## config.mk

```make
export PLATFORM = sky130hd
export DESIGN_NAME = rtc_bus_arbiter
export DESIGN_NICKNAME = d
export VERILOG_FILES = /design/src/rtl/rtc_pkg.sv /design/src/rtl/rtc_phase_timer.sv /design/src/rtl/rtc_bus_arbiter.sv
export SDC_FILE = /design/constraint.sdc
export NUM_CORES = 1
export LEC_CHECK = 0
export CAP_MARGIN = 20
export CORE_MARGIN = 2
export CORE_UTILIZATION = 29
export CTS_CLUSTER_DIAMETER = 120
export CTS_CLUSTER_SIZE = 40
export DETAILED_ROUTE_END_ITERATION = 12
export GPL_ROUTABILITY_DRIVEN = 1
export GPL_TIMING_DRIVEN = 0
export PLACE_DENSITY_LB_ADDON = 0.12
export SETUP_SLACK_MARGIN = 0.3
export SYNTH_ARGS = -nofsm -noshare
export SYNTH_HDL_FRONTEND = slang
export SYNTH_SLANG_ARGS = --single-unit
```

## constraint.sdc

```tcl
create_clock -name CLK -period 2.5 [get_ports CLK]
set_clock_uncertainty 0.15 [all_clocks]
set_input_delay 0.375 -clock CLK [delete_from_list [all_inputs] [get_ports CLK]]
set_output_delay 0.375 -clock CLK [all_outputs]
set_load 0.02 [all_outputs]
```

## src/rtl/rtc_pkg.sv

```systemverilog
// Shared types and constants for the RTC bus arbiter: client indices, bus width and the
// bus-cycle state encoding.
package rtc_pkg;

    localparam int unsigned RTC_AW   = 8;
    localparam int unsigned N_CLI    = 3;
    localparam int unsigned CLI_INIT = 0;
    localparam int unsigned CLI_USER = 1;
    localparam int unsigned CLI_POLL = 2;

    typedef enum logic [2:0] {
        StIdle    = 3'd0,
        StAddrSet = 3'd1,
        StAddrStb = 3'd2,
        StAddrHld = 3'd3,
        StDataSet = 3'd4,
        StDataStb = 3'd5,
        StDataHld = 3'd6,
        StDone    = 3'd7
    } rtc_state_e;

    // Successor of each timed phase; non-phase states map back to idle.
    function automatic rtc_state_e next_phase(input rtc_state_e s);
        rtc_state_e n;
        case (s)
            StAddrSet: n = StAddrStb;
            StAddrStb: n = StAddrHld;
            StAddrHld: n = StDataSet;
            StDataSet: n = StDataStb;
            StDataStb: n = StDataHld;
            StDataHld: n = StDone;
            default:   n = StIdle;
        endcase
        return n;
    endfunction

    // Fixed priority: init > user > poll.
    function automatic logic [N_CLI-1:0] prio_pick(input logic [N_CLI-1:0] r);
        logic [N_CLI-1:0] p;
        p = '0;
        if (r[CLI_INIT]) begin
            p[CLI_INIT] = 1'b1;
        end else if (r[CLI_USER]) begin
            p[CLI_USER] = 1'b1;
        end else if (r[CLI_POLL]) begin
            p[CLI_POLL] = 1'b1;
        end
        return p;
    endfunction

endpackage

```

## src/rtl/rtc_phase_timer.sv

```systemverilog
// Phase timer: down-counter reloaded with PHASE_CYC-1 on every phase entry; tc marks the
// last cycle of the current phase.
module rtc_phase_timer #(
    parameter int unsigned PHASE_CYC = 4
) (
    input  logic CLK,
    input  logic reset,
    input  logic load,
    output logic tc
);

    localparam int unsigned CW = (PHASE_CYC > 1) ? $clog2(PHASE_CYC) : 1;
    localparam logic [CW-1:0] LOAD_VAL = CW'(PHASE_CYC - 1);

    logic [CW-1:0] cnt_q, cnt_d;

    always_comb begin
        cnt_d = cnt_q;
        if (load) begin
            cnt_d = LOAD_VAL;
        end else if (cnt_q != '0) begin
            cnt_d = cnt_q - CW'(1);
        end
    end

    always_ff @(posedge CLK) begin
        if (reset) begin
            cnt_q <= '0;
        end else begin
            cnt_q <= cnt_d;
        end
    end

    assign tc = (cnt_q == '0);

endmodule

```

## src/rtl/rtc_bus_arbiter.sv

```systemverilog
// Arbitrates three RTC sub-controllers onto the multiplexed RTC bus and sequences the
// address-phase / data-phase strobes for one byte transfer per grant.
module rtc_bus_arbiter
    import rtc_pkg::*;
#(
    parameter int unsigned PHASE_CYC = 4
) (
    input  logic                    CLK,
    input  logic                    reset,
    input  logic [N_CLI-1:0]        req,
    input  logic [N_CLI-1:0]        wr,
    input  logic [N_CLI*RTC_AW-1:0] addr,
    input  logic [N_CLI*RTC_AW-1:0] wdata,
    output logic [N_CLI-1:0]        gnt,
    output logic [N_CLI-1:0]        done,
    output logic [RTC_AW-1:0]       rdata,
    output logic                    busy,
    output logic                    rtc_cs_n,
    output logic                    rtc_rd_n,
    output logic                    rtc_wr_n,
    output logic                    rtc_ad,
    output logic [RTC_AW-1:0]       rtc_ad_out,
    output logic                    rtc_ad_oe,
    input  logic [RTC_AW-1:0]       rtc_ad_in
);

    rtc_state_e        state_q, state_d;
    logic [N_CLI-1:0]  own_q, own_d;
    logic              wr_q, wr_d;
    logic [RTC_AW-1:0] addr_q, addr_d;
    logic [RTC_AW-1:0] wdata_q, wdata_d;
    logic              load, tc;

    logic [N_CLI-1:0]  gnt_d, done_d;
    logic              busy_d, cs_n_d, rd_n_d, wr_n_d, ad_d, oe_d;
    logic [RTC_AW-1:0] ad_out_d;

    rtc_phase_timer #(
        .PHASE_CYC (PHASE_CYC)
    ) u_phase_timer (
        .CLK   (CLK),
        .reset (reset),
        .load  (load),
        .tc    (tc)
    );

    always_comb begin
        state_d = state_q;
        own_d   = own_q;
        wr_d    = wr_q;
        addr_d  = addr_q;
        wdata_d = wdata_q;
        load    = 1'b0;
        unique case (state_q)
            StIdle: begin
                if (|req) begin
                    own_d = prio_pick(req);
                    for (int i = 0; i < N_CLI; i++) begin
                        if (own_d[i]) begin
                            wr_d    = wr[i];
                            addr_d  = addr[RTC_AW*i +: RTC_AW];
                            wdata_d = wdata[RTC_AW*i +: RTC_AW];
                        end
                    end
                    state_d = StAddrSet;
                    load    = 1'b1;
                end
            end
            StDone: state_d = StIdle;
            default: begin
                if (tc) begin
                    state_d = next_phase(state_q);
                    load    = 1'b1;
                end
            end
        endcase
    end

    // Pin values are decoded from the next state so every output comes straight from a flop.
    always_comb begin
        gnt_d    = '0;
        done_d   = '0;
        busy_d   = 1'b0;
        cs_n_d   = 1'b1;
        rd_n_d   = 1'b1;
        wr_n_d   = 1'b1;
        ad_d     = 1'b0;
        oe_d     = 1'b0;
        ad_out_d = '0;
        unique case (state_d)
            StIdle: ;
            StAddrSet, StAddrStb, StAddrHld: begin
                gnt_d    = own_d;
                busy_d   = 1'b1;
                oe_d     = 1'b1;
                ad_out_d = addr_d;
                if (state_d == StAddrStb) begin
                    cs_n_d = 1'b0;
                    wr_n_d = 1'b0;
                end
            end
            StDataSet, StDataStb, StDataHld, StDone: begin
                gnt_d    = own_d;
                busy_d   = 1'b1;
                ad_d     = 1'b1;
                oe_d     = wr_d;
                ad_out_d = wr_d ? wdata_d : '0;
                if (state_d == StDataStb) begin
                    cs_n_d = 1'b0;
                    wr_n_d = ~wr_d;
                    rd_n_d = wr_d;
                end
                if (state_d == StDone) begin
                    done_d = own_d;
                end
            end
        endcase
    end

    always_ff @(posedge CLK) begin
        if (reset) begin
            state_q    <= StIdle;
            own_q      <= '0;
            wr_q       <= 1'b0;
            addr_q     <= '0;
            wdata_q    <= '0;
            gnt        <= '0;
            done       <= '0;
            rdata      <= '0;
            busy       <= 1'b0;
            rtc_cs_n   <= 1'b1;
            rtc_rd_n   <= 1'b1;
            rtc_wr_n   <= 1'b1;
            rtc_ad     <= 1'b0;
            rtc_ad_oe  <= 1'b0;
            rtc_ad_out <= '0;
        end else begin
            state_q    <= state_d;
            own_q      <= own_d;
            wr_q       <= wr_d;
            addr_q     <= addr_d;
            wdata_q    <= wdata_d;
            gnt        <= gnt_d;
            done       <= done_d;
            busy       <= busy_d;
            rtc_cs_n   <= cs_n_d;
            rtc_rd_n   <= rd_n_d;
            rtc_wr_n   <= wr_n_d;
            rtc_ad     <= ad_d;
            rtc_ad_oe  <= oe_d;
            rtc_ad_out <= ad_out_d;
            // Sample the bus at the end of the read strobe.
            if (state_q == StDataStb && tc && !wr_q) begin
                rdata <= rtc_ad_in;
            end
        end
    end

endmodule

```

==> metrics, run 1 <==
status=finished, final reports clean; drt pass-1 iters=4; GRT Total Usage=0.1642; Layout Cells excl Fill=476; Synth Instances=268; highest clock rate=469.7 MHz; net count after synthesis=337; top cells by count, synth=dfxtp_1, nor2_1, a21oi_1; CP Cell Sequence=clkdlybuf4s50_1 > nor2b_1 > clkbuf_2 > clkbuf_4 > a221o_1 > a32oi_1 > o32ai_1; unrepaired setup endpoints after global routing=yes; Clock Latency Late Sink=0.31 ns; via count of the routed design=between 2000 and 2500; placed cell count=464; Reg power frac=0.424; WL met2=3545 um; Routed Antenna Nets=0; WP buf/inv=3; Post-DP Area=3477 um^2; leakage=1.431 nW; setup_tns=0 ns; Fillers=846; Reg clk slew, reported paths=0.10 ns; Critical Path Source Type=primary input; hold_buf cts=0; initial antenna violation count=0; layout cells sized above 1=0.1617; clock network power share=0.315; mapped cell area=2435 um^2; final period utilization=0.8516; GR Overflow Total=0; DP HPWL=5284 um; clk root buf=clkbuf_8; area added between synthesis and finish=56.73%; WP data arrival=about 2.2 ns; final worst path period need=2.129 ns; distinct cell type count after synthesis=48; Initial Utilization=0.2978; Seq/Total Area, Yosys=0.4358; synthesized area per cell=9.085 um^2; Area contributors post-synth=dfxtp_1, a221o_1, a21oi_1; Iter 0 DRT Violations=78; largest stage delay on the critical path=0.51 ns; CP Class=primary input to flip-flop; leading area contributor after synthesis=dfxtp_1; clock sink count=53; pin count of the biggest net entering global routing=17; diode count=0; IR drop worst, VDD=~230 uV; count leader, synth=dfxtp_1; core area=8175 um^2; PwrDens=572.5 nW/um^2; WL met3=447 um; Final Setup Violations=0; hold_sp=rdata[5]; combinational share of power=0.261; Int Pwr=1.595 mW; Final Wtd Congestion=approximately 0.75; final instance area=between 3000 and 4000 um^2; Die ar.=9145 um^2; Synth top area share=0.4358; CP max stage cell=clkdlybuf4s50_1; top routing layer used=met4; hold crit path type=flip-flop to flip-flop; final hold vios=0; CP Depth=7; Post-synth EDFFs=0; Worst R2R Path Depth=7; RR Endpoint=rtc_cs_n; Routed wire per std cell=15.40 um; Overall Power=2.185 mW; Top delay family on crit path=buffers and inverters; Slew HR=0.6369; dominant synthesized flop cell=dfxtp_1; max-slew violations=0; critical path capture point type=flip-flop; TritonCTS clock tree=done; Post-Route WL=7331 um; Sw Pwr=0.5903 mW; Sw Ratio=0.2702; Max Root-Sink Buffers=2; CTS Buf Count=5; Worst Max-Slew Pin Slew=about 0.54 ns; vias in the first global route=2225; Yosys reg bits=53; first-pass GRT wire length=11410 um; routed vias/inst=between 4 and 5; Die X=95.63 um; met1 wire length=~3300 um; num rows=33; Worst Hold End=rdata[5]; crit-path max FO=10; maxcap violations=0; Die Ht=95.63 um; Ys Warns=0; Worst Path Required=2.54 ns; worst reg2reg path startpoint=u_phase_timer.cnt_q[0]; H-tree depth=2; DRC Markers=0; Post-synth ARST share=0; R2R Setup Slk=0.37 ns; final net count=439; I/O pin total=92; port bufs=91; Hold Path Stages=2
[sequential cells by signal (all words and copies together), names as in the netlist, 2 cells and up]
register and flops:
rtc_ad_out 8, rdata 8, own_q 3, u_phase_timer.cnt_q 2, state_q 3, wdata_q 8, gnt 3, done 3
addr_q 8
[through the flow]
stage          hold slack, ns  utilization  setup WS [ns]
6_report               0.3080       0.4668         0.3711
5_1_grt                0.3363       0.4668         0.2946
4_1_cts                0.3102       0.4510         0.2991
3_5_place_dp           0.2960       0.4253       -0.09545
3_3_place_gp           0.2911       0.4253        -0.1030
2_1_floorplan          0.2967            -         0.4290
[worst max path at each step]
stage               start  slack, ns             to
2_1_floorplan  state_q[0]       0.43       rtc_rd_n
3_3_place_gp       req[2]      -0.10  rtc_ad_out[1]
3_5_place_dp       req[2]       -0.1  rtc_ad_out[1]
4_1_cts        state_q[0]       0.30       rtc_rd_n
5_1_grt            req[2]       0.29  rtc_ad_out[7]
6_report           req[2]       0.37  rtc_ad_out[6]
[placed cells by master (no fill, tap or decap), drive strengths merged, types with 2 or more instances in the layout]
cell	n
clkdlybuf4s50	91
dfxtp	53
nor2	24
a21oi	23
nand2	21
a221o	16
inv	16
buf	16
clkbuf	16
nor3	12
nor2b	11
a32oi	9
a22oi	9
o32ai	8
ha	5
o21ai	4
nand2b	3
nor4	3
mux2	3
a21o	2
bufinv	2
a2bb2oi	2
a211oi	2
[layout make-up]
| cell class | instances | area, um^2 | area share |
|---|---|---|---|
| multi-input cells | 176 | 1346 | 0.3528 |
| inverters | 16 | 60.06 | 0.01574 |
| flip-flops and latches | 53 | 1066 | 0.2793 |
| clock buffers | 5 | 68.82 | 0.01803 |
| plain buffers | 23 | 125.1 | 0.03279 |
| clock inverters | 3 | 65.06 | 0.01705 |
| well taps | 105 | 131.4 | 0.03443 |
| repair buffers | 95 | 953.4 | 0.2498 |
[routing by layer]
layer | GRT usage | up-vias
met2 | 0.2762 | 71
li1 | - | 1189
met5 | 0 | -
met3 | 0.03953 | 5
met1 | 0.2130 | 1101
met4 | 0.03571 | 0
[kinds of logic after synthesis]
logic type | synth area share
and+or+nand+nor | 0.1763
AOI/OAI and AO/OA | 0.2734
DFF | 0.4358
buffers and inverters | 0.06937
adders and majority gates | 0.02569
muxes | 0.01952
[timing repair]
item,in CTS,in global routing
pin swaps,0,4
setup buffers,1,3
cloned,0,0
endpoints found under the setup margin,19,33
resized for setup,12,26
[worst register-to-register path, stage by stage (launching register included)]
cell     delay [ns]
dfxtp_1        0.32
inv_1          0.07
ha_1           0.20
buf_6          0.16
mux2_2         0.36
a32oi_1        0.42
nand4_1        0.16
a21o_1         0.20
[power groups by stage]
stage          Clock (mW)  Combinational [mW]  Sequential, mW
2_1_floorplan           0               0.263           0.963
3_3_place_gp            0               0.503           0.942
3_5_place_dp            0               0.508           0.941
4_1_cts             0.703               0.539           0.924
5_1_grt             0.726               0.621           0.932
6_report            0.688               0.570           0.927
No activity file was read; power rests on OpenSTA's default activity.
==> run 2, diff against run 1 <==
Settings changed: ABC_AREA from default to 1.
==> metrics, run 2 <==
leading area contributor after synthesis=dfxtp_1; vias in the first global route=2683; Seq/Total Area, Yosys=0.4059; CP startpoint=state_q[1]; clock sink count=between 50 and 60; Post-Route WL=between 7000 and 8000 um; Die Ht=98.94 um; hold_buf cts=0; RR Endpoint=done[1]; DRC Markers=0; Max Root-Sink Buffers=2; distinct cell type count after synthesis=29; port bufs=90; largest stage delay on the critical path=0.39 ns; Yosys reg bits=53; Clock Latency Late Sink=0.31 ns; Worst Max-Slew Pin Slew=0.4997 ns; count leader, synth=nand2_1; net count after synthesis=~440; Synth Instances=around 370; Post-synth ARST share=0; PostCTS Resize Cnt=0; layout cells sized above 1=0.1056; status=finished, final reports clean; Iter 0 DRT Violations=94; first-pass GRT wire length=12300 um; Final Setup Violations=0; crit-path max FO=10; via count of the routed design=around 2600; R2R Setup Slk=0.41 ns; Worst Path Required=2.54 ns; area of the multi-input gates=1292 um^2; worst reg2reg path startpoint=state_q[1]; Ys Warns=0; final worst path period need=2.085 ns; Reg clk slew, reported paths=about 0.090 ns; highest clock rate=about 480 MHz; GRT Total Usage=0.1554; Die ar.=9788 um^2; DP HPWL=about 5600 um; Routed Antenna Nets=0; most used cell, CP=inv_1; area added between synthesis and finish=43.32%; CTS Buf Count=5; Post-CTS Setup Bufs=0; final period utilization=0.8342; FF+latch area=between 1000 and 1500 um^2; hold_sp=addr_q[4]; Fillers=between 900 and 1000; Synth top area share=0.4059; H-tree depth=2; WP data arrival=about 2.1 ns; Final Wtd Congestion=0.7661; commonest cells after routing, fill and taps aside=clkdlybuf4s50_1, nand2_1, nand3_1; final instance area=3746 um^2; num rows=34; drt pass-1 iters=4; TritonCTS clock tree=done; Fin Hold WS=0.3245 ns; clk root buf=clkbuf_8; final hold vios=0; critical path capture point type=flip-flop; I/O pin total=92; CP Class=flip-flop to flip-flop; Routed wire per std cell=12.82 um; Post-synth EDFFs=0; hold crit path type=flip-flop to flip-flop; Critical Path Source Type=flip-flop; max-slew violations=0; routed vias/inst=4.601; Area contributors post-synth=dfxtp_1, nand3_1, nand2_1; synthesized area per cell=7.141 um^2; IR drop worst, VDD=440.5 uV; pin count of the biggest net entering global routing=17; CP max stage cell=dfxtp_1; PwrDens=887.8 nW/um^2; top cells by count, synth=nand2_1, nand3_1, dfxtp_1; Initial Utilization=0.2997; leading cell type in the layout, fill and taps excluded=clkdlybuf4s50_1; leakage=1.655 nW; CP Cell Sequence=inv_1 > ha_1 > inv_1 > nor2_4 > nand2_2 > buf_2 > a32oi_1 > nor2_1; diode count=0; Slew HR=0.6668; initial antenna violation count=0; Post-DP Area=3650 um^2; GR Overflow Total=0; Die X=98.94 um; maxcap violations=0; unrepaired setup endpoints after global routing=no; core area=~8700 um^2; setup_tns=0 ns; dominant synthesized flop cell=dfxtp_1; post-route core utilization=0.4296; mapped cell area=2614 um^2; Worst Setup EP=done[1]; final net count=between 500 and 600; Worst R2R Path Depth=8
run 2: layout make-up:
class / count / area share
Buffer: 16 / 0.02872
Clock buffer: 6 / 0.02204
Clock inverter: 2 / 0.003674
Inverter: 40 / 0.04075
Multi-Input combinational cell: 257 / 0.3450
Sequential cell: 53 / 0.2832
Tap cell: 108 / 0.03607
Timing Repair Buffer: 90 / 0.2405
run 2: how the worst min path moves through the flow:
| stage | endpoint | depth (start not counted) |
|---|---|---|
| detailed placement | addr_q[2] | 2 |
| finish | addr_q[4] | 2 |
| global placement | addr_q[0] | 2 |
| CTS | addr_q[2] | 2 |
| global route | wdata_q[2] | 2 |
| floorplan | addr_q[0] | 2 |
run 2: worst max-delay path, delay by kind of cell (launching register included):
kind	cells	cell delay, ns
AND/OR/NAND/NOR	3	0.38
buffers and inverters	3	0.42
AO/OA/AOI/OAI	1	0.38
adder cells (fa/ha/maj)	1	0.24
flip-flops	1	0.39
run 2: cells by family (layout without fill, tap and decap cells):
family / after synthesis / in the layout / share of synthesized area
compound gates: 41 / 41 / 0.08665
xor+xnor: 1 / 1 / 0.003351
buf+inv: 56 / 154 / 0.09957
fa+ha+maj: 5 / 5 / 0.02393
simple gates: 210 / 210 / 0.3806
flops: 53 / 53 / 0.4059
run 2: metrics by stage:
stage               total power [mW]  setup slack [ns]  instances
global route                   3.608            0.3045        572
detailed placement             2.858            0.2103        564
finish                         3.326            0.4146        572
global placement               2.833            0.2311        564
CTS                            3.375            0.3812        572
floorplan                      2.284            0.7685        366
run 2: per-layer routing:
layer / routed length (um) / GRT usage / vias up / share of wire
li1: - / - / 1368 / -
met2: 3739 / 0.2859 / 60 / 0.51
met1: 3126 / 0.1819 / 1192 / 0.43
met5: 0 / 0 / - / 0
met4: 121 / 0.04531 / 0 / 0.016
met3: 347 / 0.02979 / 12 / 0.047
run 2: power breakdown:
group	total, mW	internal, mW	switching, mW
sequential	1.13	1.05	0.0799
combinational	1.70	0.659	1.04
clock	0.505	0.225	0.280
